$ cat src/rtl/add_sub_pkg.sv
// Shared constants for the registered ripple-carry adder/subtractor.
package add_sub_pkg;

  localparam int DEFAULT_WIDTH = 4;

  localparam logic MODE_ADD = 1'b0;
  localparam logic MODE_SUB = 1'b1;

endpackage : add_sub_pkg

$ cat src/rtl/add_sub_if.sv
// Operation request and registered result bundle for add_sub.
interface add_sub_if #(
  parameter int WIDTH = add_sub_pkg::DEFAULT_WIDTH
);

  logic             in_valid;
  logic             m;
  logic [WIDTH-1:0] a;
  logic [WIDTH-1:0] b;
  logic [WIDTH-1:0] s;
  logic             cout;
  logic             ovf;
  logic             out_valid;

  modport master (
    output in_valid, m, a, b,
    input  s, cout, ovf, out_valid
  );

  modport slave (
    input  in_valid, m, a, b,
    output s, cout, ovf, out_valid
  );

endinterface : add_sub_if

$ cat src/rtl/add_sub_full_adder.sv
// One-bit full adder; the ripple chain in add_sub is built from these.
module full_adder (
  input  logic a,
  input  logic b,
  input  logic cin,
  output logic sum,
  output logic cout
);

  assign sum  = a ^ b ^ cin;
  assign cout = (a & b) | (cin & (a ^ b));

endmodule : full_adder

$ cat src/rtl/add_sub.sv
// Registered add/subtract: ripple-carry chain with m as carry-in and
// b conditionally inverted, followed by a single output register stage.
module add_sub
  import add_sub_pkg::*;
#(
  parameter int WIDTH = DEFAULT_WIDTH
) (
  input  logic        clk,
  input  logic        rst_n,
  add_sub_if.slave    bus
);

  logic             sub_mode;
  logic [WIDTH-1:0] b_eff;
  logic [WIDTH-1:0] sum_c;
  logic [WIDTH:0]   carry;

  logic [WIDTH-1:0] s_d, s_q;
  logic             cout_d, cout_q;
  logic             ovf_d, ovf_q;
  logic             out_valid_d, out_valid_q;

  // Combinational chain
  assign sub_mode = (bus.m == MODE_SUB);
  assign b_eff    = bus.b ^ {WIDTH{sub_mode}};
  assign carry[0] = sub_mode;

  generate
    for (genvar gi = 0; gi < WIDTH; gi++) begin : g_ripple
      full_adder u_fa (
        .a    (bus.a[gi]),
        .b    (b_eff[gi]),
        .cin  (carry[gi]),
        .sum  (sum_c[gi]),
        .cout (carry[gi+1])
      );
    end
  endgenerate

  // Results hold while idle; only out_valid drops.
  always_comb begin
    s_d         = s_q;
    cout_d      = cout_q;
    ovf_d       = ovf_q;
    out_valid_d = 1'b0;
    if (bus.in_valid) begin
      s_d         = sum_c;
      cout_d      = carry[WIDTH];
      ovf_d       = carry[WIDTH] ^ carry[WIDTH-1];
      out_valid_d = 1'b1;
    end
  end

  // Output register stage
  always_ff @(posedge clk) begin
    if (!rst_n) begin
      s_q         <= '0;
      cout_q      <= 1'b0;
      ovf_q       <= 1'b0;
      out_valid_q <= 1'b0;
    end else begin
      s_q         <= s_d;
      cout_q      <= cout_d;
      ovf_q       <= ovf_d;
      out_valid_q <= out_valid_d;
    end
  end

  assign bus.s         = s_q;
  assign bus.cout      = cout_q;
  assign bus.ovf       = ovf_q;
  assign bus.out_valid = out_valid_q;

endmodule : add_sub

$ cat src/flat_wrapper.sv
// flat-port wrapper written by rule: the top's interface ports become plain ports
module add_sub_flat import add_sub_pkg::*;
#(
  parameter int WIDTH = DEFAULT_WIDTH
)
  (clk, rst_n, bus_in_valid, bus_m, bus_a, bus_b, bus_s, bus_cout, bus_ovf, bus_out_valid);
  add_sub_if #(.WIDTH(WIDTH)) bus_i ();
  input  logic clk;
  input  logic rst_n;
  input wire logic [$bits(bus_i.in_valid)-1:0] bus_in_valid;
  input wire logic [$bits(bus_i.m)-1:0] bus_m;
  input wire logic [$bits(bus_i.a)-1:0] bus_a;
  input wire logic [$bits(bus_i.b)-1:0] bus_b;
  output wire logic [$bits(bus_i.s)-1:0] bus_s;
  output wire logic [$bits(bus_i.cout)-1:0] bus_cout;
  output wire logic [$bits(bus_i.ovf)-1:0] bus_ovf;
  output wire logic [$bits(bus_i.out_valid)-1:0] bus_out_valid;
  assign bus_i.in_valid = bus_in_valid;
  assign bus_i.m = bus_m;
  assign bus_i.a = bus_a;
  assign bus_i.b = bus_b;
  assign bus_s = bus_i.s;
  assign bus_cout = bus_i.cout;
  assign bus_ovf = bus_i.ovf;
  assign bus_out_valid = bus_i.out_valid;
  add_sub #(.WIDTH(WIDTH)) u_core (.clk(clk), .rst_n(rst_n), .bus(bus_i));
endmodule
$ cat config.mk
export PLATFORM = sky130hd
export DESIGN_NAME = add_sub_flat
export DESIGN_NICKNAME = d
export VERILOG_FILES = /design/src/rtl/add_sub_pkg.sv /design/src/rtl/add_sub_if.sv /design/src/rtl/add_sub_full_adder.sv /design/src/rtl/add_sub.sv /design/src/flat_wrapper.sv
export SDC_FILE = /design/constraint.sdc
export NUM_CORES = 1
export LEC_CHECK = 0
export ABC_CLOCK_PERIOD_IN_PS = 3600
export CAP_MARGIN = 20
export CORE_AREA = 5 5 42 44
export CTS_BUF_LIST = sky130_fd_sc_hd__clkbuf_16
export DETAILED_ROUTE_END_ITERATION = 12
export DIE_AREA = 0 0 47 49
export HOLD_SLACK_MARGIN = 0.03
export PLACE_DENSITY_LB_ADDON = 0.08
export SKIP_CTS_REPAIR_TIMING = 1
export SLEW_MARGIN = 20
export SYNTH_ARGS = -nofsm -noshare
export SYNTH_HDL_FRONTEND = slang
export SYNTH_HIERARCHICAL = 1
export SYNTH_SLANG_ARGS = --single-unit
$ cat constraint.sdc
create_clock -name clk -period 3.6 [get_ports clk]
set_input_delay 0.72 -clock clk [delete_from_list [all_inputs] [get_ports clk]]
set_output_delay 0.72 -clock clk [all_outputs]
set_load 0.03 [all_outputs]
* Word level (Yosys, flattened, before mapping)
Cells that the tools add are included.
** Word-level totals
- Register bits :: 7
- Output and inout port bits :: 7
** Operators by class
- Mux-type cells :: 1
- Bitwise gates (word level) :: 22
** Operator list (count)
- 1-bit bitwise XOR :: 9
- 1-bit AND :: 8
- 1-bit bitwise OR :: 4
- 4-bit bitwise XOR :: 1
- 1-bit 2-to-1 mux :: 1

* Longest topological paths before layout
- Depth after elaboration :: 11
- Mapped depth :: 7
- Mapped depth without buffers :: 7

* Modules after synthesis
Netlist, hierarchy kept.
** Modules (own cells, without submodules)
- add_sub :: instances 1, cells an instance 26, area an instance 294.0 um^2
- full_adder :: instances 4, cells an instance 1, area an instance 20.0 um^2

* Least setup slack after synthesis
Ideal clock, no wire load.
- Kind :: input to register
- Start :: input port bus_m
- End :: register u_core.ovf_q, in the netlist u_core/bus.ovf
- Data arrival time :: 2.698 ns
- Path slack :: 0.782 ns
- Cell stages on the path :: 7
- Path buffers :: 0
- Cell sequence :: xor2_1 fa_1 fa_1 fa_1 fa_1 xnor2_1 a21oi_1
** Between the ends
- Cells in the longest elaborated chain, start to end :: 11
** Ends and longest elaborated chain
- start, declared :: line flat_wrapper.sv:11 : input wire logic [$bits(bus_i.m)-1:0] bus_m;
- 4-bit bitwise XOR :: line add_sub.sv:25 : assign b_eff = bus.b ^ {WIDTH{sub_mode}};
- 1-bit bitwise XOR :: line add_sub_full_adder.sv:11 : assign cout = (a & b) | (cin & (a ^ b));
- 1-bit AND :: line add_sub_full_adder.sv:11
- 1-bit bitwise OR * :: line add_sub_full_adder.sv:11
- named net u_core.carry[1] :: line add_sub.sv:16 : logic [WIDTH:0] carry;
- 1-bit AND * :: line add_sub_full_adder.sv:11
- 1-bit bitwise OR * :: line add_sub_full_adder.sv:11
- named net u_core.carry[2] :: line add_sub.sv:16
- 1-bit AND * :: line add_sub_full_adder.sv:11
- 1-bit bitwise OR * :: line add_sub_full_adder.sv:11
- named net u_core.carry[3] :: line add_sub.sv:16
- 1-bit AND * :: line add_sub_full_adder.sv:11
- 1-bit bitwise OR * :: line add_sub_full_adder.sv:11
- named net u_core.carry[4] :: line add_sub.sv:16
- 1-bit bitwise XOR * :: line add_sub.sv:49 : ovf_d = carry[WIDTH] ^ carry[WIDTH-1];
- end signal, assigned :: line add_sub.sv:64 : ovf_q <= ovf_d;
- end, declared :: line add_sub.sv:20 : logic ovf_d, ovf_q;
Mark *: on every way through the listed nets, which the timed path passes. The rest lies on a longest branch.
A chain may end at the register's enable or synchronous reset.

* Worst setup path after layout
- Start :: input port bus_m
- End :: register u_core.ovf_q, in the netlist u_core/bus.ovf
** Between the ends
- Cells in the longest elaborated chain, start to end :: 11
** Ends and longest elaborated chain
- 4-bit bitwise XOR * :: line add_sub.sv:25
- named net u_core.b_eff[0] :: line add_sub.sv:14 : logic [WIDTH-1:0] b_eff;
- 1-bit bitwise XOR :: line add_sub_full_adder.sv:11
- 1-bit AND :: line add_sub_full_adder.sv:11
- 1-bit bitwise OR * :: line add_sub_full_adder.sv:11
- named net u_core.carry[1] :: line add_sub.sv:16
- 1-bit AND * :: line add_sub_full_adder.sv:11
- 1-bit bitwise OR * :: line add_sub_full_adder.sv:11
- named net u_core.carry[2] :: line add_sub.sv:16
- 1-bit AND * :: line add_sub_full_adder.sv:11
- 1-bit bitwise OR * :: line add_sub_full_adder.sv:11
- named net u_core.carry[3] :: line add_sub.sv:16
- 1-bit AND * :: line add_sub_full_adder.sv:11
- 1-bit bitwise OR * :: line add_sub_full_adder.sv:11
- named net u_core.carry[4] :: line add_sub.sv:16
- 1-bit bitwise XOR * :: line add_sub.sv:49
Marked as above.

==> impl_metrics.py <==
metrics = {
    "run_status": {
        "outcome": "finished clean",
    },
    "floorplanning": {
        "fp-row-count": 14,
        "start_util_pct": 26.7,
        "ios": 19,
        "die_h_um": 49,
        "core_area_um2": 1400,
        "die_w_um": 47,
        "die-area_um2": 2300,
    },
    "synthesis": {
        "ys_seq_area_share_pct": 37.5,
        "yosysWarnings": 6,
        "ys_top_cells_by_area": "dfxtp_1 (37%), fa_1 (21%), mux2i_1 (13%), xor2_1 (9.4%), nor2b_1 (8.4%)",
        "synth_top_area_cell": "dfxtp_1",
        "yosysUniqueCellTypes": 10,
        "syn_avg_cell_area_um2": 12.5,
        "synth_area_um2": 374,
        "synth_top_area_share_pct": 37.5,
        "ys_ff_latch": 7,
        "syn-num-nets": 46,
        "syn_inst": 30,
    },
    "clocking": {
        "clock_latency_ns": 0.23,
        "cts_buffers": 3,
        "htree_levels": 1,
        "root_buffer": "clkbuf_16",
        "cts.sinks": 7,
        "cts_tree": "built",
        "clk_pin_slew_ns": 0.04,
        "max-clock-path-buffers": 2,
    },
    "routing": {
        "routed_wl_um": 816,
        "routedWlPerCell_um": 12.0,
        "drtPass1Iterations": 2,
        "post-route-drc-count": 0,
        "ant_nets": 0,
        "vias_per_cell": 4.31,
        "via_count": 293,
        "initialDrtViolationCount": 1,
    },
    "grt": {
        "grt_pass1_vias": 321,
        "use_met1_pct": 10.3,
        "met2_usage_pct": 12.0,
        "use_met3_pct": 4.80,
        "antenna_found_initial": 0,
        "grt.busiest_layer": "met2",
        "grt_pass1_wl_um": 1370,
        "grt_usage_pct": 8.58,
        "grt_start_max_net_pins": 9,
        "grt_overflow_total": 0,
    },
    "power_and_ir_drop": {
        "comb_power_share_pct": 23.5,
        "p_leak_uw": 0.000266,
        "power_frac_seq_pct": 24.8,
        "p_sw_uw": 90.5,
        "ir_drop_uv": 468,
        "internal_power_uw": 276,
        "clkPwrFrac_pct": 51.7,
        "powerDensity_nw_per_um2": 564,
        "p_sw_share_pct": 24.7,
        "total_power_uw": 366,
    },
    "final_layout": {
        "synthToLayoutAreaGrowth_pct": 73.6,
        "drive_gt1_share_pct": 9.62,
        "diodes": 0,
        "nNetsFinal": 69,
        "fin_cells": 68,
    },
    "sta": {
        "fin_crit_ns": 3.14,
        "hold_viol_final": 0,
        "maxSlewHeadroom_pct": 74.4,
        "rsz0062_at_grt": "no",
        "tightest_slew_ns": 0.383,
        "fmax_mhz": 318,
        "skew_ns": 0,
        "worst_slack_ns": 0.458,
        "setup-tns-final_ns": 0,
        "setup_violations": 0,
        "fin_crit_sh_pct": 87.3,
        "maxSlewViolCount": 0,
    },
    "place": {
        "pre_cts_ws_ns": 0.230,
        "placed_cells": 64,
        "io_buffers": 18,
        "dp_hpwl_um": 637,
        "place_congestion": 0.704,
    },
    "setup_path": {
        "criticalPathCategory": "input port to register",
        "endpoint_kind": "register",
        "reg2reg_depth": 2,
        "r2r_slack_ns": 2.97,
        "cp.arrival_ns": 3.24,
        "crit_path_end": "u_core/bus.ovf",
        "start_kind": "input port",
        "required_ns": 3.69,
        "crit_fanout": 2,
        "rr_endpoint": "u_core/bus.ovf",
        "crit_start": "bus_m",
        "r2r_start": "u_core/bus.ovf",
    },
    "min_path": {
        "hold_class": "register to register",
    },
    "flow_run": {
        "drv_cap": 0,
    },
}
## sequential cells by signal, summed over array words and instances, names as in the netlist
register,cells
u_core/bus.s,4
u_core/bus.cout,1
u_core/bus.out_valid,1
u_core/bus.ovf,1
## critical path: stages
cell and delay [ns]:
clkdlybuf4s50_1 0.44, xor2_1 0.19, fa_1 0.40, fa_1 0.38, fa_1 0.43, fa_1 0.42
xnor2_1 0.17, a21oi_1 0.08
## layout by cell type (no fill, tap or decap)
cell type / Yosys / layout
clkdlybuf4s50_1: 0 / 18
mux2i_1: 5 / 5
o21ai_0: 1 / 1
fa_1: 4 / 4
xnor2_1: 1 / 1
dfxtp_1: 7 / 7
clkbuf_16: 0 / 3
and2_2: 1 / 1
inv_1: 0 / 1
nor2b_1: 5 / 5
xor2_1: 4 / 4
a21oi_1: 1 / 1
buf_4: 0 / 1
## synth_stat cells
| master | n |
|---|---|
| dfxtp_1 | 7 |
| xnor2_1 | 1 |
| nor2b_1 | 5 |
| fa_1 | 4 |
| buf_6 | 1 |
| and2_2 | 1 |
| mux2i_1 | 5 |
| a21oi_1 | 1 |
| xor2_1 | 4 |
| o21ai_0 | 1 |
## through the flow
stage | utilization (%) | cell area [µm²] | hold WS (ns)
after CTS | 46.3 | 649 | 0.517
after global placement | 40.7 | 571 | 0.498
after detailed placement | 40.7 | 571 | 0.508
after global routing | 46.3 | 649 | 0.554
final | 46.3 | 649 | 0.514
after floorplan | - | 374 | 0.640
## kinds of logic after synthesis
kind of cell | count (synthesis) | synth area share (%)
XOR/XNOR | 5 | 11.7
flip-flops | 7 | 37.5
AND/OR/NAND/NOR | 6 | 10.4
multiplexers | 5 | 13.4
buffers and inverters | 1 | 3.01
adder cells (fa/ha/maj) | 4 | 21.4
AO/OA/AOI/OAI | 2 | 2.67
## per-layer routing
metal / wire length [µm] / vias to the layer above / part of all wire, %
met4: 7 / 0 / 0.86
met3: 69 / 2 / 8.5
met1: 311 / 141 / 38
li1: - / 139 / -
met5: 0 / - / 0
met2: 428 / 11 / 52
## worst min-delay path by stage
stage	cells after the start	slack, ns	from	endpoint
6_report	2	0.51	u_core/bus.s[3]	u_core/bus.s[3]
5_1_grt	2	0.55	u_core/bus.cout	u_core/bus.cout
4_1_cts	2	0.52	u_core/bus.s[3]	u_core/bus.s[3]
3_5_place_dp	2	0.51	u_core/bus.s[3]	u_core/bus.s[3]
3_3_place_gp	2	0.50	u_core/bus.s[3]	u_core/bus.s[3]
2_1_floorplan	2	0.64	u_core/bus.cout	u_core/bus.cout
## power groups by stage
stage | registers (µW) | logic, µW | clock network [µW]
global placement | 91.8 | 86.5 | 0
CTS | 91.3 | 87.4 | 191
finish | 90.9 | 86.1 | 189
floorplan | 109 | 31.9 | 0
global route | 92.2 | 94.6 | 198
detailed placement | 92.3 | 86.3 | 0
## final cells by class
cell class | instances | area (µm²)
Clock buffer | 3 | 75.1
Clock inverter | 1 | 3.75
Multi-Input combinational cell | 22 | 223
Timing Repair Buffer | 19 | 188
Fill cell | 138 | 752
Tap cell | 16 | 20.0
Sequential cell | 7 | 140
No activity file was read; power rests on OpenSTA's default activity.
